$ cat src/rtl/cpu_pkg.sv
// Shared CPU definitions: fetch state encoding, datapath widths and
// instruction field positions used by fetch_unit and Control.
package cpu_pkg;

   localparam int unsigned PC_W       = 10;
   localparam int unsigned INSTR_W    = 9;
   localparam int unsigned OPCODE_MSB = 8;
   localparam int unsigned OPCODE_LSB = 6;
   localparam int unsigned FUNCT_MSB  = 5;
   localparam int unsigned FUNCT_LSB  = 3;
   localparam int unsigned OPCODE_W   = OPCODE_MSB - OPCODE_LSB + 1;
   localparam int unsigned FUNCT_W    = FUNCT_MSB - FUNCT_LSB + 1;
   localparam int unsigned COUNT_W    = 16;

   typedef enum logic [1:0] {
      IDLE   = 2'd0,
      PRIME  = 2'd1,
      RUN    = 2'd2,
      HALTED = 2'd3
   } fetch_state_e;

   // A branch is taken when unconditional, or conditional with Zero set.
   function automatic logic branch_taken(input logic branch,
                                         input logic branch_cond,
                                         input logic zero);
      return branch & (~branch_cond | zero);
   endfunction

endpackage

$ cat src/rtl/fetch_unit.sv
// Instruction fetch sequencer: owns the PC, drives the synchronous-read
// instruction ROM, inserts the one-cycle fill bubble after start/branch and
// counts retired instructions.
module fetch_unit
   import cpu_pkg::*;
(
   input  logic                CLK,
   input  logic                RESET_N,
   input  logic                Start,
   input  logic [INSTR_W-1:0]  Instr,
   input  logic                Branch,
   input  logic                BranchCond,
   input  logic                Zero,
   input  logic [PC_W-1:0]     Target,
   input  logic                Halt,
   output logic [PC_W-1:0]     InstrAddr,
   output logic [OPCODE_W-1:0] Opcode,
   output logic [FUNCT_W-1:0]  Funct,
   output logic                InstrValid,
   output logic                Busy,
   output logic                Done,
   output logic [COUNT_W-1:0]  InstrCount
);

   fetch_state_e        state, state_n;
   logic [PC_W-1:0]     pc, pc_n;
   logic [COUNT_W-1:0]  count, count_n;
   logic                valid_q, busy_q, done_q;
   logic                taken;
   logic                unused_bits;

   assign taken = branch_taken(Branch, BranchCond, Zero);

   // State, PC, retire counter and status flags; flags follow the next state.
   always_ff @(posedge CLK or negedge RESET_N) begin
      if (!RESET_N) begin
         state   <= IDLE;
         pc      <= '0;
         count   <= '0;
         valid_q <= 1'b0;
         busy_q  <= 1'b0;
         done_q  <= 1'b0;
      end else begin
         state   <= state_n;
         pc      <= pc_n;
         count   <= count_n;
         valid_q <= (state_n == RUN);
         busy_q  <= (state_n == PRIME) || (state_n == RUN);
         done_q  <= (state_n == HALTED);
      end
   end

   // Next-state, next-PC and retire-count logic.
   always_comb begin
      state_n = state;
      pc_n    = pc;
      count_n = count;
      case (state)
         IDLE: begin
            pc_n = '0;
            if (Start) begin
               state_n = PRIME;
               count_n = '0;
            end
         end
         PRIME: begin
            // ROM is reading PC now; advance so RUN streams with no bubbles.
            pc_n    = pc + 1'b1;
            state_n = RUN;
         end
         RUN: begin
            if (count != '1) begin
               count_n = count + 1'b1;
            end
            if (Halt) begin
               state_n = HALTED;
            end else if (taken) begin
               // Word already fetched at PC is dropped by the PRIME bubble.
               pc_n    = Target;
               state_n = PRIME;
            end else begin
               pc_n = pc + 1'b1;
            end
         end
         HALTED: begin
            if (Start) begin
               state_n = PRIME;
               pc_n    = '0;
               count_n = '0;
            end
         end
         default: begin
            state_n = IDLE;
            pc_n    = '0;
         end
      endcase
   end

   // Output mapping; opcode/funct are plain slices of the ROM word.
   assign InstrAddr  = pc;
   assign InstrCount = count;
   assign InstrValid = valid_q;
   assign Busy       = busy_q;
   assign Done       = done_q;
   assign Opcode     = Instr[OPCODE_MSB:OPCODE_LSB];
   assign Funct      = Instr[FUNCT_MSB:FUNCT_LSB];
   assign unused_bits = ^Instr[FUNCT_LSB-1:0];

endmodule

$ cat config.mk
export PLATFORM = sky130hd
export DESIGN_NAME = fetch_unit
export DESIGN_NICKNAME = d
export VERILOG_FILES = /design/src/rtl/cpu_pkg.sv /design/src/rtl/fetch_unit.sv
export SDC_FILE = /design/constraint.sdc
export NUM_CORES = 1
export LEC_CHECK = 0
export ABC_AREA = 1
export CAP_MARGIN = 20
export CORE_UTILIZATION = 25
export CTS_BUF_LIST = sky130_fd_sc_hd__clkbuf_4
export DETAILED_ROUTE_END_ITERATION = 10
export SYNTH_ARGS = -nofsm -noshare
export SYNTH_HDL_FRONTEND = slang
export SYNTH_SLANG_ARGS = --single-unit
$ cat constraint.sdc
create_clock -name CLK -period 2.9 [get_ports CLK]
set_input_delay 0.435 -clock CLK [delete_from_list [all_inputs] [get_ports CLK]]
set_output_delay 0.435 -clock CLK [all_outputs]
set_load 0.01 [all_outputs]
* Word-level counts from Yosys, hierarchy flattened
Cells that the tools add are included.
** Word-level totals
- Register bits :: 31
- Bits of input ports :: 26
- Word-level logic and storage cells :: 39
- Output and inout port bits :: 35
** Cells by class
- $add $sub $neg :: 2
- Mux-type cells :: 11
- Reductions and logical operators :: 6
- Eq/ne operators :: 11
- Bitwise logic cells :: 3
** Operators with widths (number)
- $pmux 10 s4 :: 1
- $mux 16 :: 2
- $pmux 16 s2 :: 1
- $mux 10 :: 3
- $add 16x1->16 const B :: 1
- $ne 16x16->1 const B :: 1
- $add 10x1->10 const B :: 1
- $eq 2x2->1 const B :: 4
- $mux 2 :: 3
- $ne 2x2->1 const B :: 3
- $pmux 2 s3 :: 1
- $eq 2x1->1 const B :: 2
- $reduce_and 3->1 :: 1
- $logic_not 2->1 :: 1
- $ne 2x1->1 const B :: 1
- $reduce_and 2->1 :: 1
- $reduce_bool 2->1 :: 1
- $reduce_or 2->1 :: 1
- $and 1x1->1 :: 1
- $logic_or 1x1->1 :: 1
- $not 1->1 :: 1
- $or 1x1->1 :: 1

* Logic depth before layout (Yosys ltp)
- Depth in word-level cells :: 8
- Depth in mapped cells :: 10
- Depth with buffers taken out :: 10

* Worst setup path before layout
OpenSTA, ideal clock, no wires.
- Kind :: reg2reg
- Start point :: register state[0]
- End point :: register count[13] (netlist: InstrCount[13])
- Data required time :: 2.774 ns
- Data arrival time :: 1.484 ns
- Clock period less this slack :: 1.610 ns
- Buffers on the path :: 2
- Cell stages (with the launch flop) :: 9
- Path slack :: 1.290 ns
- Path through :: dfrtp_1 inv_1 ha_1 clkbuf_1 a21oi_2 nand2_4 buf_6 nand2_1 o21ai_0
** Between the ends
- Cells in the longest elaborated chain, start to end :: 4
** RTL lines
- from (decl) :: RTL line fetch_unit.sv:25 : fetch_state_e state, state_n;
- from (signal assigned) :: RTL line fetch_unit.sv:44 : state <= state_n;
- $eq 2x2->1 / $logic_not 2->1 (equally long branches) :: RTL line fetch_unit.sv:58 : case (state)
- $reduce_or 2->1 (no source line)
- $ne 2x1->1 (no source line) / $reduce_bool 2->1 (equally long branches)
- $reduce_and 3->1 (no source line)
- to (signal assigned) :: RTL line fetch_unit.sv:46 : count <= count_n;
- to (decl) :: RTL line fetch_unit.sv:27 : logic [COUNT_W-1:0] count, count_n;
Parallel ways exist; a longest one is shown, timed or not.
A chain may end at the register's enable or synchronous reset.

* Final worst setup path
- Start point :: register state[0]
- End point :: register pc[2] (netlist: InstrAddr[2])
** Between the ends
- Cells in the longest elaborated chain, start to end :: 3
** RTL lines
- $eq 2x2->1 :: RTL line fetch_unit.sv:58
- $ne 2x2->1 (no source line)
- $reduce_and 2->1 (no source line)
- to (signal assigned) :: RTL line fetch_unit.sv:45 : pc <= pc_n;
- to (decl) :: RTL line fetch_unit.sv:26 : logic [PC_W-1:0] pc, pc_n;
Parallel ways exist; a longest one is shown, timed or not.

==> results list <==
- Result of the run: completed
- Post-CTS repair changed the size of 0 cells.
- Counting stages on the worst path, the most repeated cell is inv_1.
* Number of max-cap violations: 0
* Antenna violations before repair: 0
- STA classifies the critical path endpoint as a flip-flop.
* Mapped cell area: 0.002062 sq mm
- Post-Route Hold Slack: 0.5084 ns
* Initial DRC Count: 78
- Total wire length after detailed routing: 5135 um
* Transition time at the pin with the least slew margin: 0.5116 ns
- Setup violators final: 0
* Wire length of the first global-routing pass: 8790 um
* Total via count in the routed design: 1,990
- Setup TNS: 0 ns
* CP max stage cell: dfrtp_1
- Data on the critical path is required at its endpoint by 3.18 ns.
* Data arrival time of the worst path: 2.26 ns
- Clk Latency, worst-skew pair: 0.33 ns
* Part of the cycle the worst path needs: 0.6834
- Diodes inserted: 0
* Largest incremental delay on the critical path: 0.42 ns
* Total of fill cells in the finished design: 873
- Leaving out fill and tap cells, the most frequent cells in the layout are nand2_1 (110), clkdlybuf4s50_1 (45), inv_1 (32).
- Worst-case vdd ir drop: 314.5 uV
- The area growth from synthesis to layout is 26.94%.
- Setup Fix Bufs, Post-CTS: 0
- For this run, design rule violations remaining after detail routing come to 0.
- Maximum fanout count along the critical path: 13
- STA classifies the critical path startpoint as a flip-flop.
* WL/cell: 11.62 um
* Pwr Total: 1.708 mW
- Worst max-slew margin expressed relative to the limit: 0.6589
- The analysis attributes to cell leakage a power of 1.182 nW.
- In this run the power density over the cells is 652.5 mW/mm^2.
* Most common library cell in the layout ignoring fill and taps: nand2_1
* Crit path kind: reg -> reg
- Vias per cell: 4.502
- Clock tree synthesis inserted a total of 5 buffers.
- The share of the Yosys chip area taken by registers is 0.3762.
- Maximum level of the CTS H-tree: 2
* Post-Syn Area per Cell: 6.919 sq um
* Final weighted congestion of routability-driven global placement: 0.7876
- Die Height: 92.82 um
- Effective utilization at floorplan: 0.2628
- Clk slew on worst S/H paths: 0.11 ns
- Post-synthesis cell count: 298
- Across the whole layout, storage elements account for 775.7 sq um.
- Counting I/O delays and the setup requirement, the final critical path takes 1.982 ns.
- Number of warnings issued by yosys: 0
- In this run the clock root is driven by a clkbuf_4.
- The number of global-route vias before repair came to 1,862.
- Port buffering added 45 buffers.
* Unrepaired setup endpoints after global routing: false
- On the final layout, the worst clock skew is 0.01165 ns.
- Sum of overflow across all layers after global routing: 0
- Share of post-route cells with drive strength above 1: 0.04412
* CTS tree: yes
- Worst min-delay path category: in -> async
* Maximum frequency from static timing analysis: 504.6 MHz
- The first TritonRoute pass finished after 4 iterations.
- NumNets Final: 372
* Total Die Area: 0.008616 sq mm
- The clock passes through at most 2 buffers.
- Ordered cell list for the critical path: inv_1 -> ha_1 -> inv_1 -> nand3_1 -> inv_1 -> nand2_1 -> nand2_1
- Detailed placement finished with a half-perimeter wire length of 3688 um.
* Global-route usage over all layers: 0.1284
- The count of final max-slew check failures is 0.
- Placement Rows: 32
* Largest net degree at the start of global routing: 32
- Sinks on Clock Net: 31
- X dimension of the die: 92.82 um
- The count of nets left with antenna violations once routing finished came out at 0.
* Hold Vio Cnt, Final: 0
- Core ar.: 0.007848 sq mm
- The synthesized design contains 31 register bits.
- The synthesized netlist contains 25 unique library cells.
* Area occupied by multi-input gates: 0.001082 sq mm
- The number of hold buffers added after CTS was 0.
- 61 I/O pins were placed.
- Post-Synthesis Net Count: 330
cell usage after synthesis:
master | number | area, sq um
nand3b_1 | 2 | 15.01
nand2_2 | 3 | 18.77
nand4_1 | 6 | 37.54
a21oi_2 | 1 | 8.760
nand2_1 | 110 | 412.9
nor3_1 | 2 | 10.01
inv_1 | 32 | 120.1
xnor2_1 | 1 | 8.760
o21bai_1 | 5 | 37.54
nand2_4 | 1 | 11.26
clkbuf_1 | 3 | 11.26
nand3_1 | 29 | 145.1
o21ai_1 | 9 | 45.04
nor2_1 | 22 | 82.58
a31oi_1 | 2 | 12.51
a21oi_1 | 3 | 15.01
buf_2 | 1 | 5.000
o21ai_0 | 11 | 55.05
nor2_4 | 2 | 22.52
buf_6 | 2 | 22.52
a21o_1 | 1 | 7.510
ha_1 | 6 | 75.07
xor2_1 | 7 | 61.31
dfrtp_1 | 31 | 775.7
buf_4 | 6 | 45.04
layout make-up:
cell class | count | share of cell area
Clock buffer | 5 | 0.01434
Clock inverter | 2 | 0.003346
Multi-Input combinational cell | 223 | 0.4135
Inverter | 32 | 0.04589
Sequential cell | 31 | 0.2964
Timing Repair Buffer | 47 | 0.1778
Tap cell | 102 | 0.04876
cell families (layout without fill, tap and decap cells):
group           Yosys count  after routing  share of synthesized area
fa+ha+maj                 6              6                    0.03641
flops                    31             31                     0.3762
simple gates            177            177                     0.3665
compound gates           32             32                    0.08798
buf+inv                  44             86                    0.09891
xor+xnor                  8              8                    0.03398
per-layer routing:
layer / wire [um] / GRT usage
met4: 48 / 0.03718
met2: 2270 / 0.2071
met1: 2413 / 0.1664
met3: 403 / 0.03612
met5: 0 / 0
final timing paths:
path | startpoint | end | slack (ns) | depth (start not counted)
worst min register to register | InstrAddr[1] | InstrAddr[1] | 0.56 | 2
worst max-delay path | state[0] | InstrAddr[2] | 0.92 | 7
min in group CLK | InstrAddr[1] | InstrAddr[1] | 0.56 | 2
worst min-delay path | RESET_N | Done | 0.51 | 2
max in group asynchronous | RESET_N | InstrCount[10] | 2.08 | 2
worst max register to register | state[0] | InstrAddr[2] | 0.92 | 7
sequential cells by signal, summed over array words and instances (netlist names):
| name | cells |
|---|---|
| InstrCount | 16 |
| InstrAddr | 10 |
| state | 2 |
| Busy | 1 |
| Done | 1 |
| InstrValid | 1 |
metrics by stage:
step                      setup WS, ns  utilization  std cells  cell area, sq um
after global placement          0.8333       0.3276        435              2571
after detailed placement        0.8091       0.3276        435              2571
after floorplan                  1.290            -        298              2062
final                           0.9182       0.3335        442              2618
after global routing            0.6917       0.3335        442              2618
after CTS                       0.8721       0.3335        442              2618
worst max-delay path, delay by kind of cell, from the launching register on:
family / cells / cell delay (ns)
fa+ha+maj: 1 / 0.41
buf+inv: 3 / 0.73
flops: 1 / 0.42
simple gates: 3 / 0.38
power breakdown:
group          switching (mW)  leakage [nW]  total, mW  internal, mW
Clock                   0.155        0.0285      0.241        0.0859
Combinational           0.558         0.733      0.863         0.305
Sequential             0.0886         0.421      0.604         0.516
Power figures use the tool's default switching activity.
==> patch 1, RTL diff (same settings) <==
Register the input `Target` before use. The logic sees it one clock later. The other inputs are not delayed to match.
--- a/src/rtl/fetch_unit.sv
+++ b/src/rtl/fetch_unit.sv
@@ -21,6 +21,12 @@
    output logic                Done,
    output logic [COUNT_W-1:0]  InstrCount
 );
+
+   logic [PC_W-1:0] Target_q;
+
+   always_ff @(posedge CLK) begin
+      Target_q <= Target;
+   end
 
    fetch_state_e        state, state_n;
    logic [PC_W-1:0]     pc, pc_n;
@@ -76,7 +82,7 @@
                state_n = HALTED;
             end else if (taken) begin
                // Word already fetched at PC is dropped by the PRIME bubble.
-               pc_n    = Target;
+               pc_n    = Target_q;
                state_n = PRIME;
             end else begin
                pc_n = pc + 1'b1;
Formal check against the unedited RTL: not equivalent (Yosys sat finds a counterexample within 4 cycles, from zero or initial values and one cycle with RESET_N low).
==> patch 1 against the unedited design <==
  * Global-route usage down 0.65 points
  * Power rose by 7.8%
  * Cell area rose by 6.9%
  * Sequential share of layout area rose by 5.2 points
  * Maximum frequency shrank 3.0%
  * Sequential cell count rose by 10
  * Worst setup slack worse by 0.062 ns
  * Area after synthesis is 7.2% higher
  * Routed wire length is 0.74% higher
  * Critical endpoint is now InstrCount[3]$_DFFE_PN0P_
  * Largest power group is now sequential cells
  * Highest routed layer unchanged
==> patch 1: results (changes against the unedited design) <==
[sta] final worst clock skew 0.02816 ns [was 0.01165 ns]
[pwr] IR drop worst, VDD 0.2785 mV [was 0.3145 mV]
[logic_synthesis] top post-synthesis cells by count sky130_fd_sc_hd__nand2_1, sky130_fd_sc_hd__dfrtp_1, sky130_fd_sc_hd__nand3_1 [was sky130_fd_sc_hd__nand2_1, sky130_fd_sc_hd__inv_1, sky130_fd_sc_hd__dfrtp_1]
[clocking] clock latency on the worst-skew pair 0.35 ns [was 0.33 ns]
[routing] vias per cell 4.361 [was 4.502]
[logic_synthesis] count of distinct cell types in the synthesized netlist 24 [was 25]
[critical_path] crit path DAT 2.28 ns [was 2.26 ns]
[placed_design] global placement routability congestion 0.7810 [was 0.7876]
[routing] number of vias in the routed layout 1,958 [was 1,990]
[placed_design] DP Cell Count 441 [was 435]
[placed_design] placed cell areas 2719 µm² [was 2571 µm²]
[pwr] switching power 0.0007467 W [was 0.0008013 W]
[critical_path] critical path's largest stage delay 0.48 ns [was 0.42 ns]
[clocking] root buffer selected by CTS sky130_fd_sc_hd__clkbuf_4 [unchanged]
[routing] routed wire length 5.173 mm [was 5.135 mm]
[clocking] post-CTS clock slew at the launch and capture registers of the worst setup and hold paths 0.14 ns [was 0.11 ns]
[sta] relative slew slack 0.6990 [was 0.6589]
[grt] via count of the first global-routing pass 1,814 [was 1,862]
[run_status] result of the run completed [unchanged]
[grt] Overall Global Routing Usage 0.1219 [was 0.1284]
[routing] Initial DRC Count 62 [was 78]
[min_path] Hold WC Path Type in -> async [unchanged]
[logic_synthesis] syn nets 334 [was 330]
[routing] first-pass iteration count of the detailed router 5 [was 4]
[placed_design] DP Wirelength 3.718 mm [was 3.688 mm]
[cells_and_area] fraction of final layout cells with drive strength greater than 1 0.04360 [was 0.04412]
[logic_synthesis] part of the Yosys area used for sequential elements 0.4417 [was 0.3762]
[clocking] number of buffers between clock root and the deepest sink 2 [unchanged]
[pwr] Leakage Power 1.246 nW [was 1.182 nW]
[cells_and_area] nets@finish 375 [was 372]
[critical_path] critical path fanouts, max 29 [was 13]
[logic_synthesis] largest cells by area after synthesis sky130_fd_sc_hd__dfrtp_1, sky130_fd_sc_hd__nand2_1, sky130_fd_sc_hd__dfxtp_1 [was sky130_fd_sc_hd__dfrtp_1, sky130_fd_sc_hd__nand2_1, sky130_fd_sc_hd__nand3_1]
[logic_synthesis] share of synthesized registers carrying an async set or reset 0.7561 [was 1.000]
[patch 1: changes by cell type in the layout (fill, tap and decap cells not counted), sizes merged, moves of 2 or more]
cell / unedited run / this run
nand2: 114 / 118
o21bai: 5 / 2
a21oi: 4 / 2
nand3b: 2 / 0
nor3: 2 / 0
dfxtp: 0 / 10
nand3: 29 / 32
inv: 32 / 24
[patch 1: worst max-delay path: cells and delay by family (launching register included)]
kind / cells / cell delay (ns)
and+or+nand+nor: 8 / 1.04
DFF: 1 / 0.48
adders and majority gates: 1 / 0.24
buffers and inverters: 1 / 0.16
[patch 1: layout make-up]
class / count / area, µm²
fill: 893 / 5584
clock inverter: 2 / 33.78
inverter: 25 / 93.84
timing repair buffer: 47 / 465.4
clock buffer: 6 / 45.04
tap: 105 / 131.4
multi-input combinational: 223 / 1052
sequential: 41 / 975.9
[patch 1: cells by family after synthesis]
family                     share of synthesized area
AOI/OAI and AO/OA                            0.05946
xor gates and xnor gates                     0.03568
adders and majority gates                    0.03397
buffers and inverters                        0.08210
DFF                                           0.4417
and+or+nand+nor                               0.3471
[patch 1: metrics by stage]
| step | total power (W) | worst slack, ns |
|---|---|---|
| after global placement | 0.001473 | 0.9174 |
| after floorplan | 0.001237 | 1.162 |
| after global routing | 0.002015 | 0.6416 |
| final | 0.001842 | 0.8562 |
| after detailed placement | 0.001489 | 0.8831 |
| after CTS | 0.001880 | 0.8139 |
[patch 1: worst paths after layout]
| kind | from | endpoint | slack [ns] | cells after the start |
|---|---|---|---|---|
| min reg2reg | Target_q[7]$_DFF_P_ | InstrAddr[7]$_DFFE_PN0P_ | 0.52 | 4 |
| max in group asynchronous | RESET_N | InstrAddr[0]$_DFFE_PN0P_ | 2.09 | 2 |
| max reg2reg | InstrCount[0]$_DFFE_PN0P_ | InstrCount[3]$_DFFE_PN0P_ | 0.86 | 10 |
| max | InstrCount[0]$_DFFE_PN0P_ | InstrCount[3]$_DFFE_PN0P_ | 0.86 | 10 |
| min | RESET_N | InstrAddr[8]$_DFFE_PN0P_ | 0.47 | 2 |
| min in group CLK | Target[8] | Target_q[8]$_DFF_P_ | 0.51 | 1 |
[patch 1: power groups by stage]
stage          Combinational, W  Sequential, W  Clock, W
3_3_place_gp           0.000728       0.000745         0
6_report               0.000724       0.000738  0.000381
5_1_grt                0.000842       0.000751  0.000422
2_1_floorplan          0.000486       0.000751         0
4_1_cts                0.000745       0.000737  0.000398
3_5_place_dp           0.000742       0.000748         0
[patch 1: metal layers]
| layer | vias up | track usage | share of wire |
|---|---|---|---|
| met5 | - | 0 | 0 |
| met4 | 0 | 0.03980 | 0.0081 |
| met3 | 2 | 0.02528 | 0.045 |
| met2 | 43 | 0.2009 | 0.47 |
| met1 | 880 | 0.1583 | 0.47 |
| li1 | 1033 | - | - |
==> patch 2, RTL diff (config.mk and constraints unchanged) <==
Made on the original files. The package constant `PC_W` goes from 10 to 14.
--- a/src/rtl/cpu_pkg.sv
+++ b/src/rtl/cpu_pkg.sv
@@ -2,7 +2,7 @@
 // instruction field positions used by fetch_unit and Control.
 package cpu_pkg;
 
-   localparam int unsigned PC_W       = 10;
+   localparam int unsigned PC_W       = 14;
    localparam int unsigned INSTR_W    = 9;
    localparam int unsigned OPCODE_MSB = 8;
    localparam int unsigned OPCODE_LSB = 6;
Interface: changed (resized InstrAddr and Target); port bits go from 61 to 69. The function was not compared with the original's and may differ.
==> patch 2 against the unedited design <==
  * Non-clock buffer count is 8 higher
  * Routed wire length rose by 19%
  * Sequential cell count rose by 4
  * First-iteration DRC count up 10%
  * Worst setup slack worse by 0.023 ns
  * Cell area up 14%
  * Critical path depth is 3 higher
  * Area after synthesis grew 15%
  * Utilization decreased by 0.80 points
  * Hold slack worse by 0.34 ns
  * Maximum frequency shrank 1.2%
  * Power grew 15%
  * Largest cell class unchanged
==> patch 2: results (changes against the unedited design) <==
[grt] first-pass GRT wire length 10.59 mm [was 8.790 mm]
[logic_synthesis] largest cells by area after synthesis sky130_fd_sc_hd__dfrtp_1, sky130_fd_sc_hd__nand2_1, sky130_fd_sc_hd__nand3_1 [unchanged]
[sta] share of the clock period used by the worst path after layout 0.6914 [was 0.6834]
[routing] routed wire length 6.122 mm [was 5.135 mm]
[logic_synthesis] count of distinct cell types in the synthesized netlist 32 [was 25]
[placed_design] DP Wirelength 4.505 mm [was 3.688 mm]
[cells_and_area] fill cell instance count of the final layout 1,014 [was 873]
[placed_design] global placement routability congestion 0.8572 [was 0.7876]
[routing] first-pass iteration count of the detailed router 5 [was 4]
[critical_path] Setup crit end InstrCount[3]$_DFFE_PN0P_ [was InstrAddr[2]$_DFFE_PN0P_]
[cells_and_area] final core utilization 0.3256 [was 0.3335]
[pwr] switching share of power 0.4669 [was 0.4691]
[sta] final worst clock skew 0.01636 ns [was 0.01165 ns]
[grt] largest net degree at the start of global routing 36 [was 32]
[routing] Initial DRC Count 86 [was 78]
[logic_synthesis] top post-synthesis cells by count sky130_fd_sc_hd__nand2_1, sky130_fd_sc_hd__dfrtp_1, sky130_fd_sc_hd__inv_1 [was sky130_fd_sc_hd__nand2_1, sky130_fd_sc_hd__inv_1, sky130_fd_sc_hd__dfrtp_1]
[placed_design] DP Cell Count 488 [was 435]
[pwr] clock network fraction of total power 0.135 [was 0.141]
[logic_synthesis] Post-Syn Instances 335 [was 298]
[placed_design] placed cell areas 2942 µm² [was 2571 µm²]
[logic_synthesis] part of the Yosys area used for sequential elements 0.3710 [was 0.3762]
[cells_and_area] number of cells in the finished layout apart from fillers 496 [was 442]
[critical_path] register-to-register setup slack 0.89 ns [was 0.92 ns]
[critical_path] depth of the most critical reg-to-reg path 10 [was 7]
[run_status] result of the run completed [unchanged]
[critical_path] FF-to-FF Start InstrCount[0]$_DFFE_PN0P_ [was state[0]$_DFF_PN0_]
[patch 2: cell type report]
class	instances	area share
clock buffers	6	0.01504
clock inverters	2	0.002507
inverters	33	0.04137
multi-input cells	254	0.4216
flip-flops and latches	35	0.2925
well taps	111	0.04639
repair buffers	55	0.1805
[patch 2: kinds of logic (layout without fill, tap and decap cells)]
| logic type | Yosys count | count (layout) | synth area share |
|---|---|---|---|
| AO/OA/AOI/OAI | 39 | 39 | 0.1071 |
| XOR/XNOR | 9 | 9 | 0.03339 |
| adder cells (fa/ha/maj) | 6 | 6 | 0.03180 |
| buffers and inverters | 46 | 96 | 0.09433 |
| flip-flops | 35 | 35 | 0.3710 |
| AND/OR/NAND/NOR | 200 | 200 | 0.3625 |
[patch 2: worst min-delay path by stage]
stage,start,endpoint,slack (ns),depth (start not counted)
2_1_floorplan,RESET_N,Busy$_DFF_PN0_,0.14,0
3_3_place_gp,InstrAddr[6]$_DFFE_PN0P_,InstrAddr[6]$_DFFE_PN0P_,0.52,2
5_1_grt,RESET_N,InstrAddr[3]$_DFFE_PN0P_,0.23,1
3_5_place_dp,InstrAddr[6]$_DFFE_PN0P_,InstrAddr[6]$_DFFE_PN0P_,0.52,2
6_report,RESET_N,InstrAddr[12]$_DFFE_PN0P_,0.17,1
4_1_cts,RESET_N,InstrAddr[6]$_DFFE_PN0P_,0.20,1
[patch 2: layer usage]
| layer | up-vias | share of wire | track usage | routed length (µm) |
|---|---|---|---|---|
| li1 | 1168 | - | - | - |
| met1 | 1069 | 0.48 | 0.1726 | 2941 |
| met2 | 68 | 0.45 | 0.2270 | 2762 |
| met3 | 4 | 0.062 | 0.02952 | 380 |
| met4 | 0 | 0.0060 | 0.03394 | 37 |
| met5 | - | 0 | 0 | 0 |
